--- src/rtl/sampframe_pkg.sv ---
// Shared types and constants for the sample-frame packetizer.
package sampframe_pkg;

  typedef enum logic [2:0] {
    IDLE,
    SYNC,
    SEQ,
    LEN,
    FETCH,
    DATA,
    CSUM
  } state_t;

  localparam logic [7:0] SYNC_DEFAULT = 8'h7e;
  localparam int         HDR_LEN      = 3;

  function automatic logic [7:0] word_byte(input logic [31:0] w, input logic [1:0] i);
    return w[8*i +: 8];
  endfunction

endpackage

--- src/rtl/sampframe_tx_if.sv ---
// Handshake bundles: the sample stream (avail/pull) and the host byte link.
interface samp_stream_if;
  logic [31:0] data;
  logic [7:0]  count;
  logic        avail;
  logic        pull;

  modport master (output data, count, avail, input pull);
  modport slave  (input data, count, avail, output pull);
endinterface

interface byte_link_if;
  logic [7:0] data;
  logic       avail;
  logic       pull;

  modport master (output data, avail, input pull);
  modport slave  (input data, avail, output pull);
endinterface

--- src/rtl/sampframe_tx.sv ---
// Pulls 32-bit samples and emits framed packets:
// sync, seq, N, N*4 little-endian data bytes, XOR checksum (sync excluded).
module sampframe_tx
  import sampframe_pkg::*;
#(
  parameter int         MAX_BATCH = 16,
  parameter logic [7:0] SYNC_BYTE = SYNC_DEFAULT
) (
  input  logic                 clk,
  input  logic                 rst,
  input  logic                 enable,
  samp_stream_if.slave         samp_stream,
  byte_link_if.master          tx,
  output logic                 busy,
  output logic [15:0]          pkt_count
);

  localparam logic [7:0] MAX_N = MAX_BATCH[7:0];

  state_t      state;
  logic [7:0]  seq;
  logic [7:0]  len;
  logic [7:0]  remaining;
  logic [1:0]  idx;
  logic [31:0] word;
  logic [7:0]  csum;
  logic [7:0]  start_len;
  logic        accept;

  assign start_len        = (samp_stream.count > MAX_N) ? MAX_N : samp_stream.count;
  assign accept           = tx.avail && tx.pull;
  assign samp_stream.pull = (state == FETCH) && samp_stream.avail;

  always_ff @(posedge clk or posedge rst) begin
    if (rst) begin
      state     <= IDLE;
      seq       <= '0;
      len       <= '0;
      remaining <= '0;
      idx       <= '0;
      word      <= '0;
      csum      <= '0;
      tx.data   <= '0;
      tx.avail  <= 1'b0;
      busy      <= 1'b0;
      pkt_count <= '0;
    end else begin
      case (state)
        IDLE: begin
          if (enable && samp_stream.avail && samp_stream.count != 8'd0) begin
            len      <= start_len;
            csum     <= seq ^ start_len;
            tx.data  <= SYNC_BYTE;
            tx.avail <= 1'b1;
            busy     <= 1'b1;
            state    <= SYNC;
          end
        end
        SYNC: begin
          if (accept) begin
            tx.data <= seq;
            state   <= SEQ;
          end
        end
        SEQ: begin
          if (accept) begin
            tx.data   <= len;
            remaining <= len;
            state     <= LEN;
          end
        end
        LEN: begin
          if (accept) begin
            tx.avail <= 1'b0;
            state    <= FETCH;
          end
        end
        FETCH: begin
          if (samp_stream.avail) begin
            word      <= samp_stream.data;
            remaining <= remaining - 8'd1;
            idx       <= 2'd0;
            tx.data   <= samp_stream.data[7:0];
            tx.avail  <= 1'b1;
            state     <= DATA;
          end
        end
        DATA: begin
          if (accept) begin
            csum <= csum ^ tx.data;
            if (idx == 2'd3) begin
              if (remaining != 8'd0) begin
                tx.avail <= 1'b0;
                state    <= FETCH;
              end else begin
                // last data byte folds into the checksum presented next
                tx.data <= csum ^ tx.data;
                state   <= CSUM;
              end
            end else begin
              idx     <= idx + 2'd1;
              tx.data <= word_byte(word, idx + 2'd1);
            end
          end
        end
        CSUM: begin
          if (accept) begin
            tx.avail  <= 1'b0;
            busy      <= 1'b0;
            seq       <= seq + 8'd1;
            pkt_count <= pkt_count + 16'd1;
            state     <= IDLE;
          end
        end
        default: begin
          state    <= IDLE;
          tx.avail <= 1'b0;
          busy     <= 1'b0;
        end
      endcase
    end
  end

endmodule

--- src/flat_wrapper.sv ---
// flat-port wrapper written by rule: the top's interface ports become plain ports
module sampframe_tx_flat import sampframe_pkg::*;
#(
  parameter int         MAX_BATCH = 16,
  parameter logic [7:0] SYNC_BYTE = SYNC_DEFAULT
)
  (clk, rst, enable, busy, pkt_count, samp_stream_data, samp_stream_count, samp_stream_avail, samp_stream_pull, tx_data, tx_avail, tx_pull);
  samp_stream_if samp_stream_i ();
  byte_link_if tx_i ();
  input  logic clk;
  input  logic rst;
  input  logic enable;
  output logic busy;
  output logic [15:0] pkt_count;
  input wire logic [$bits(samp_stream_i.data)-1:0] samp_stream_data;
  input wire logic [$bits(samp_stream_i.count)-1:0] samp_stream_count;
  input wire logic [$bits(samp_stream_i.avail)-1:0] samp_stream_avail;
  output wire logic [$bits(samp_stream_i.pull)-1:0] samp_stream_pull;
  output wire logic [$bits(tx_i.data)-1:0] tx_data;
  output wire logic [$bits(tx_i.avail)-1:0] tx_avail;
  input wire logic [$bits(tx_i.pull)-1:0] tx_pull;
  assign samp_stream_i.data = samp_stream_data;
  assign samp_stream_i.count = samp_stream_count;
  assign samp_stream_i.avail = samp_stream_avail;
  assign samp_stream_pull = samp_stream_i.pull;
  assign tx_data = tx_i.data;
  assign tx_avail = tx_i.avail;
  assign tx_i.pull = tx_pull;
  sampframe_tx #(.MAX_BATCH(MAX_BATCH), .SYNC_BYTE(SYNC_BYTE)) u_core (.clk(clk), .rst(rst), .enable(enable), .samp_stream(samp_stream_i), .tx(tx_i), .busy(busy), .pkt_count(pkt_count));
endmodule
--- config.mk ---
export PLATFORM = sky130hd
export DESIGN_NAME = sampframe_tx_flat
export DESIGN_NICKNAME = d
export VERILOG_FILES = /design/src/rtl/sampframe_pkg.sv /design/src/rtl/sampframe_tx_if.sv /design/src/rtl/sampframe_tx.sv /design/src/flat_wrapper.sv
export SDC_FILE = /design/constraint.sdc
export NUM_CORES = 1
export LEC_CHECK = 0
export CAP_MARGIN = 40
export CORE_MARGIN = 5
export CORE_UTILIZATION = 47
export CTS_CLUSTER_DIAMETER = 200
export DETAILED_ROUTE_END_ITERATION = 8
export GPL_TIMING_DRIVEN = 0
export PLACE_DENSITY = 0.72
export SLEW_MARGIN = 20
export SYNTH_ARGS = -nofsm -noshare
export SYNTH_HDL_FRONTEND = slang
export SYNTH_SLANG_ARGS = --single-unit
--- constraint.sdc ---
create_clock -name clk -period 3.1 [get_ports clk]
set_clock_uncertainty 0.15 [all_clocks]
set_input_delay 0.62 -clock clk [delete_from_list [all_inputs] [get_ports clk]]
set_output_delay 0.62 -clock clk [all_outputs]
set_load 0.05 [all_outputs]
# [After elaboration in Yosys (flattened, before gate mapping)]
# Index checks and enable logic that the tools add are counted.
[totals] regBits=95 input_bits=45 output_inout_bits=27 elab_cells=100
[classes] n_addsub=4 magnitude_cmp=1 eq_ne=19 shifts=1 mux=36 n_bitwise=4 n_reduce_logical=24
[op_table] cell="8-bit two-way mux" count=11
[op_table] cell="8-bit case mux with 5 select lines" count=1
[op_table] cell="8-bit case mux with 2 select lines" count=2
[op_table] cell="32-bit by 6-bit variable part select with 8-bit output" count=1
[op_table] cell="3-bit two-way mux" count=8
[op_table] cell="3-bit case mux with 7 select lines" count=1
[op_table] cell="2-bit by 1-bit inequality test with 1-bit output, second input constant" count=9
[op_table] cell="16-bit by 1-bit adder with 16-bit output, second input constant" count=1
[op_table] cell="8-bit nonzero test" count=2
[op_table] cell="8-bit bitwise XOR" count=2
[op_table] cell="7-bit AND reduction" count=2
[op_table] cell="3-bit equality test, second input constant" count=3
[op_table] cell="3-bit AND reduction" count=3
[op_table] cell="8-bit by 1-bit adder with 8-bit output, second input constant" count=1
[op_table] cell="8-bit by 5-bit > comparator with 1-bit output, second input constant" count=1
[op_table] cell="2-bit two-way mux" count=4
[op_table] cell="8-bit AND reduction" count=1
[op_table] cell="8-bit by 1-bit subtractor with 8-bit output, second input constant" count=1
[op_table] cell="3-bit by 2-bit equality test with 1-bit output, second input constant" count=2
[op_table] cell="1-bit two-way mux" count=6
[op_table] cell="2-bit AND reduction" count=3
[op_table] cell="2-bit nonzero test" count=3
[op_table] cell="1-bit case mux with 5 select lines" count=1
[op_table] cell="5-bit nonzero test" count=1
[op_table] cell="13 further kinds" count=19

# [Logic depth before layout (Yosys ltp)]
# Gate-level depths: netlist of run 1.
[logic_depth] depth_word=5 mapped_depth=7 mapped_depth_nobuf=6

# [Least setup slack after synthesis of run 1]
# OpenSTA, ideal clock, no wires.
[synth_path] path_kind="input to register" start="input samp_stream_count[7]" end="register u_core.tx.data[0]" arrival_time_ns=2.004 required_ns=2.825 slack_ns=0.821 cell_stages=6 n_path_buf=1 cell_sequence="or4_4 o211ai_2 nand2_4 and2_4 buf_6 mux2_4"
[synth_between] elab_chain_cells=4
[synth_rtl] element="start: declaration" line="flat_wrapper.sv:16" rtl="input wire logic [$bits(samp_stream_i.count)-1:0] samp_stream_count;"
[synth_rtl] element="8-bit nonzero test" line="sampframe_tx.sv:50" rtl="if (enable && samp_stream.avail && samp_stream.count != 8'd0) begin"
[synth_rtl] element="1-bit logical AND" line="sampframe_tx.sv:50"
[synth_rtl] element="2-bit by 1-bit inequality test with 1-bit output (no line)"
[synth_rtl] element="7-bit AND reduction (no line)"
[synth_rtl] element="end: declaration" line="sampframe_tx_if.sv:17" rtl="modport master (output data, avail, input pull);"
# No other way between the ends.
# A chain may end at the register's enable or synchronous reset.

# [Worst setup path in the final report of run 1]
[layout_path] start="input samp_stream_avail" end="output samp_stream_pull"
[layout_between] elab_chain_cells=1
[layout_rtl] element="start: declaration" line="flat_wrapper.sv:17" rtl="input wire logic [$bits(samp_stream_i.avail)-1:0] samp_stream_avail;"
[layout_rtl] element="1-bit logical AND" line="sampframe_tx.sv:32" rtl="assign samp_stream.pull = (state == FETCH) && samp_stream.avail;"
[layout_rtl] element="end: declaration" line="flat_wrapper.sv:18" rtl="output wire logic [$bits(samp_stream_i.pull)-1:0] samp_stream_pull;"
# No other way between the ends.

==> flow_metrics.tcl, run 1 <==
set metrics [dict create \
    cts_setup_buffers 0 \
    criticalPathCategory "input pin to primary output" \
    r2r-end "u_core.csum[0]" \
    tightest_slew_ns 0.8493 \
    avgViaCountPerCell 5.758 \
    die_h_um 112.0 \
    area_growth_syn_to_layout_pct 24.26 \
    htreeDepth 3 \
    min-delay-start "u_core.pkt_count[15]" \
    reg2reg_from "u_core.state[1]" \
    rrSetupSlack_ns 0.64 \
    slowest_delay_ns 0.64 \
    cts_tree "done" \
    cts_buffers 9 \
    vdd_drop_max_mv 0.3372 \
    numPortBuffers 71 \
    ys_types 54 \
    cts.clk_slew.worst_paths_ns 0.09 \
    final_max_slew_viol_count 0 \
    syn-cell-area_sq_um 4893 \
    seq_area_sq_um 2377 \
    synth_seq_area_share_pct 48.58 \
    critPathSlowestCell "clkdlybuf4s50_1" \
    grt_pass1_vias 3946 \
    power_w 0.002302 \
    timing.final.crit_share_pct 94.14 \
    multi_input_area_sq_um 2367 \
    min_period_ns 2.918 \
    reg2reg_depth 6 \
    drive_above_1_share_pct 16.79 \
    status "finished, final reports clean" \
    worstSkewPairLatency_ns 0.37 \
    wl_per_cell_um 18.05 \
    grt_pass1_wl_um 19810 \
    ios 72 \
    fillCellCount 857 \
    drc 0 \
    hp-class "register to register" \
    critical_path_buf_inv_count 4 \
    rsz0062_at_grt "false" \
    grt_overflow 0 \
    grt_max_degree 32 \
    cts_buffer_depth 2 \
    avgSynthCellArea_sq_um 10.85 \
    hold_violations 0 \
    max_freq_ghz 0.3427 \
    yosysTopAreaCell "dfrtp_1" \
    crit_path_end_kind "primary output" \
    synth-seq-cells 95 \
    clock-sinks 95 \
    ant_nets 0 \
    drtIter0Drc 332 \
    num_rows 37 \
    syn_nets 501 \
    antenna_found_initial 0 \
    via_count 3904 \
    powerDensity_nw_per_um2 378.6 \
    start_kind "input pin" \
    die_w_um 112.0 \
    hold-path-endpoint "u_core.pkt_count[15]" \
    synth_top_cell_area_share_pct 48.58 \
    finalSetupViolCount 0 \
    relSlewSlack_pct 43.26 \
    netlist_instances 451 \
    routed_wl_um 12240 \
    cts-root-buf "clkbuf_8" \
    ys_top_cells_by_area "dfrtp_1 (49%), mux2_2 (8.3%), xnor2_1 (5.2%)" \
    gp_congestion 0.9407 \
    cp.arrival_ns 2.15 \
    nNetsFinal 587 \
    gr-usage-all-layers_pct 19.69 \
    holdWs_ns 0.3258 \
    core_sq_um 10230 \
    synth_ff_type "dfrtp_1" \
    diodes 0 \
    path_delay_family "buffers and inverters" \
    hold_depth 1 \
    synth_warnings 0 \
    synth-edff-count 0 \
    crit_start "samp_stream_avail" \
    path_cells "clkdlybuf4s50_1 -> inv_1 -> nor2_4 -> buf_4 -> buf_2" \
    dr.pass1.iters 5 \
    finish.utilization_pct 59.44 \
    start_util_pct 47.83 \
    p_leak_nw 2.580 \
    dp_hpwl_um 9296 \
    worstPathRequired_ns 2.33 \
    max_cap_violations 0 \
    critical_path.max_fanout 10 \
    dieArea_sq_um 12550 \
    async_reset_ff_share_pct 100.0 \
]
-- where the power goes --
group          switching (W)  internal (W)
clock network       0.000448      0.000446
logic              0.0000526     0.0000851
registers          0.0000116       0.00126
-- layout make-up --
class                   instances  share of cell area, %
plain buffers                  22                  1.811
clock buffers                  13                  2.778
clock inverters                 3                 0.8025
inverters                      13                 0.8642
multi-input cells             321                  38.93
flip-flops and latches         95                  39.09
well taps                     136                  2.798
repair buffers                 75                  12.92
-- cell usage in the layout (no fill, tap or decap), types with 8 or more instances in the layout --
cell type        count
nor2_1              12
nand2_1             36
buf_2                8
inv_1               12
xnor2_1             29
clkbuf_1            12
dfrtp_1             95
a22oi_1             12
clkdlybuf4s50_1     70
mux4_2               8
mux2_2              36
clkbuf_8            12
a21oi_1             23
o21ai_0             48
nand3_1             23
-- sequential cells by signal (all words and copies together), names as in the netlist --
| register | count |
|---|---|
| u_core.tx.avail | 1 |
| u_core.word | 32 |
| u_core.remaining | 8 |
| u_core.csum | 8 |
| u_core.pkt_count | 16 |
| u_core.idx | 2 |
| u_core.busy | 1 |
| u_core.len | 8 |
| u_core.state | 3 |
| u_core.seq | 8 |
| u_core.tx.data | 8 |
-- through the flow --
stage                     setup TNS [ns]  std cells  setup slack (ns)  cell area (sq um)
final                                  0        678            0.1816               6081
after global routing                   0        678           0.09412               6081
after CTS                              0        678           0.07493               6087
after detailed placement         -0.6621        662           -0.6621               5858
after global placement           -0.6654        658           -0.6458               5778
after floorplan                        0        451            0.8208               4897
-- how the worst max path moves through the flow --
stage,end,slack (ns),cells after the start
after global placement,samp_stream_pull,-0.65,5
after CTS,samp_stream_pull,0.07,5
after global routing,samp_stream_pull,0.09,6
after detailed placement,samp_stream_pull,-0.66,5
final,samp_stream_pull,0.18,5
after floorplan,u_core.tx.data[0],0.82,6
-- kinds of logic after synthesis --
| logic type | count (synthesis) | synth area share (%) |
|---|---|---|
| and+or+nand+nor | 113 | 12.43 |
| buffers and inverters | 35 | 3.196 |
| AOI/OAI and AO/OA | 121 | 15.47 |
| muxes | 47 | 12.78 |
| adders and majority gates | 5 | 1.278 |
| xor gates and xnor gates | 35 | 6.264 |
| DFF | 95 | 48.58 |
-- cells in the mapped netlist, types with 3 or more instances --
master     instances
nor4_1             3
xor2_1             6
o21ai_0           48
ha_1               5
a2bb2oi_1          7
dfrtp_1           95
and3_1             3
nor2_1            13
buf_2              7
o211ai_1           4
nand2_1           36
and2_1             5
mux4_2             8
mux2_2            36
o22ai_1            7
nor3b_1            3
clkbuf_1          11
inv_1             13
a21oi_1           23
and4_1             3
xnor2_1           29
a22oi_1           12
nand2b_1           5
nor2b_1            3
a31oi_1            7
nand3_1           23
nand4_1            4
-- routing by layer --
layer / global-route usage (%) / vias to the layer above / wire, um
li1: - / 1811 / -
met4: 8.574 / 0 / 280
met2: 32.37 / 168 / 5917
met1: 25.30 / 1904 / 4993
met5: 0 / - / 0
met3: 4.151 / 21 / 1044
-- repair_timing --
item / CTS / global route
hold buffers: 0 / 0
resized for setup: 6 / 2
setup endpoints to repair: 1 / 1
(Power assumes the default switching activity.)
==> run 2, diff against run 1 <==
- DONT_BUFFER_PORTS: default -> 1
- PLACE_DENSITY: 0.72 -> 0.61
- clock period: 3.1 -> 3 ns (I/O delays scaled with it)
==> flow_metrics.tcl, run 2 (synthesized netlist as in run 1, its figures left out) <==
set metrics [dict create \
    cts_buffer_depth 2 \
    hp-class "input pin to async pin" \
    tightest_slew_ns 0.7704 \
    cp.arrival_ns 2.01 \
    crit_path_end_kind "primary output" \
    via_count 3529 \
    layout_commonest_cell "dfrtp_1" \
    relSlewSlack_pct 48.53 \
    fillCellCount 904 \
    largestRegisters "u_core.word (32), u_core.pkt_count (16)" \
    power_w 0.002212 \
    drtIter0Drc 286 \
    holdWs_ns 0.03749 \
    grt_pass1_wl_um 19360 \
    wl_per_cell_um 19.60 \
    routed_wl_um 11880 \
    holdBufCountCts 0 \
    vdd_drop_max_mv 0.2709 \
    min_period_ns 2.765 \
    core_sq_um 10230 \
    numPortBuffers 0 \
    cts_buffers 9 \
    ios 72 \
    timing.final.crit_share_pct 92.17 \
    finalSetupViolCount 0 \
    seq_area_sq_um 2377 \
    area_growth_syn_to_layout_pct 8.489 \
    cts-root-buf "clkbuf_8" \
    start_kind "register" \
    dr.pass1.iters 4 \
    num_rows 37 \
    drive_above_1_share_pct 19.15 \
    worstPathRequired_ns 2.25 \
    diodes 0 \
    nNetsFinal 515 \
    start_util_pct 47.83 \
    gp_congestion 0.8915 \
    max_freq_ghz 0.3617 \
    critical_path.max_fanout 10 \
    worstSkewPairLatency_ns 0.37 \
    criticalPathCategory "register to primary output" \
    hold_violations 0 \
    ant_nets 0 \
    htreeDepth 3 \
    regMostFlops "u_core.word" \
    multi_input_area_sq_um 2362 \
    final_cell_mix "dfrtp_1 (95), o21ai_0 (48), nand2_1 (36), mux2_2 (36), xnor2_1 (29)" \
    final.setup.tns_ns 0 \
    drc 0 \
    rsz0062_at_grt "false" \
    cts.clk_slew.worst_paths_ns 0.10 \
    antenna_found_initial 0 \
    powerDensity_nw_per_um2 416.7 \
    status "finished, final reports clean" \
    grt_pass1_vias 3607 \
    final_max_slew_viol_count 0 \
    cts_tree "done" \
    p_leak_nw 2.289 \
    die_h_um 112.0 \
    largest_register_ffs 32 \
    avgViaCountPerCell 5.823 \
    clock-sinks 95 \
    die_w_um 112.0 \
    grt_max_degree 35 \
    grt_overflow 0 \
    dp_hpwl_um 8933 \
    max_cap_violations 0 \
    dieArea_sq_um 12550 \
    gr-usage-all-layers_pct 19.35 \
]
[run 2: changes by cell type in the layout (fill, tap and decap cells not counted), moves of 2 or more]
| cell | before | now |
|---|---|---|
| clkinv_4 | 0 | 3 |
| clkbuf_8 | 12 | 9 |
| clkdlybuf4s50_1 | 70 | 0 |
| buf_16 | 2 | 0 |
[run 2: worst paths after layout]
path                       slack (ns)                  from  depth (start not counted)                    to
setup / recovery                 0.24       u_core.state[1]                          5      samp_stream_pull
hold / removal                   0.04                   rst                          1       u_core.word[13]
setup reg to reg                 0.48       u_core.tx.avail                          6     u_core.tx.data[7]
hold reg to reg                  0.37       u_core.word[21]                          1       u_core.word[21]
max in group asynchronous        1.83                   rst                          3  u_core.pkt_count[12]
min in group clk                 0.23  samp_stream_data[30]                          1       u_core.word[30]
[run 2: where the power goes]
part | leakage, nW | total, W | switching [W] | internal (W)
Sequential | 1.24 | 0.00131 | 0.0000109 | 0.00130
Combinational | 0.955 | 0.0000710 | 0.0000372 | 0.0000338
Clock | 0.0984 | 0.000829 | 0.000508 | 0.000321
[run 2: metrics by stage]
step                utilization (%)  cells  setup WS (ns)  instance area, sq um
floorplan                         -    451         0.7408                  4897
global placement              49.53    587         0.3456                  5067
detailed placement            49.97    590         0.3308                  5112
CTS                           51.87    606        0.04485                  5306
global route                  51.89    606        0.09743                  5309
finish                        51.89    606         0.2350                  5309
[run 2: critical path, cell delays in order, from the launching register on]
cell     delay, ns
dfrtp_1       0.39
buf_2         0.19
nor2_1        0.20
nand2_1       0.19
nor2_2        0.33
buf_4         0.35
[run 2: final cells by class]
cell class / instances / area share [%]
multi-input combinational: 321 / 44.50
inverter: 13 / 0.9899
tap: 136 / 3.205
buffer: 22 / 2.074
sequential: 95 / 44.78
timing repair buffer: 3 / 0.8485
clock inverter: 7 / 1.273
clock buffer: 9 / 2.333
[run 2: per-layer routing]
metal	routed length (um)	global-route usage [%]	vias to the layer above
met5	0	0	-
met4	253	5.929	0
li1	-	-	1663
met1	5165	25.54	1743
met3	813	5.876	17
met2	5648	30.94	106
[run 2: timing repair]
item                                    in CTS  in global routing
resized for setup                            1                  1
endpoints found under the setup margin       1                  1
setup buffers                                0                  0
pin swaps                                    0                  0
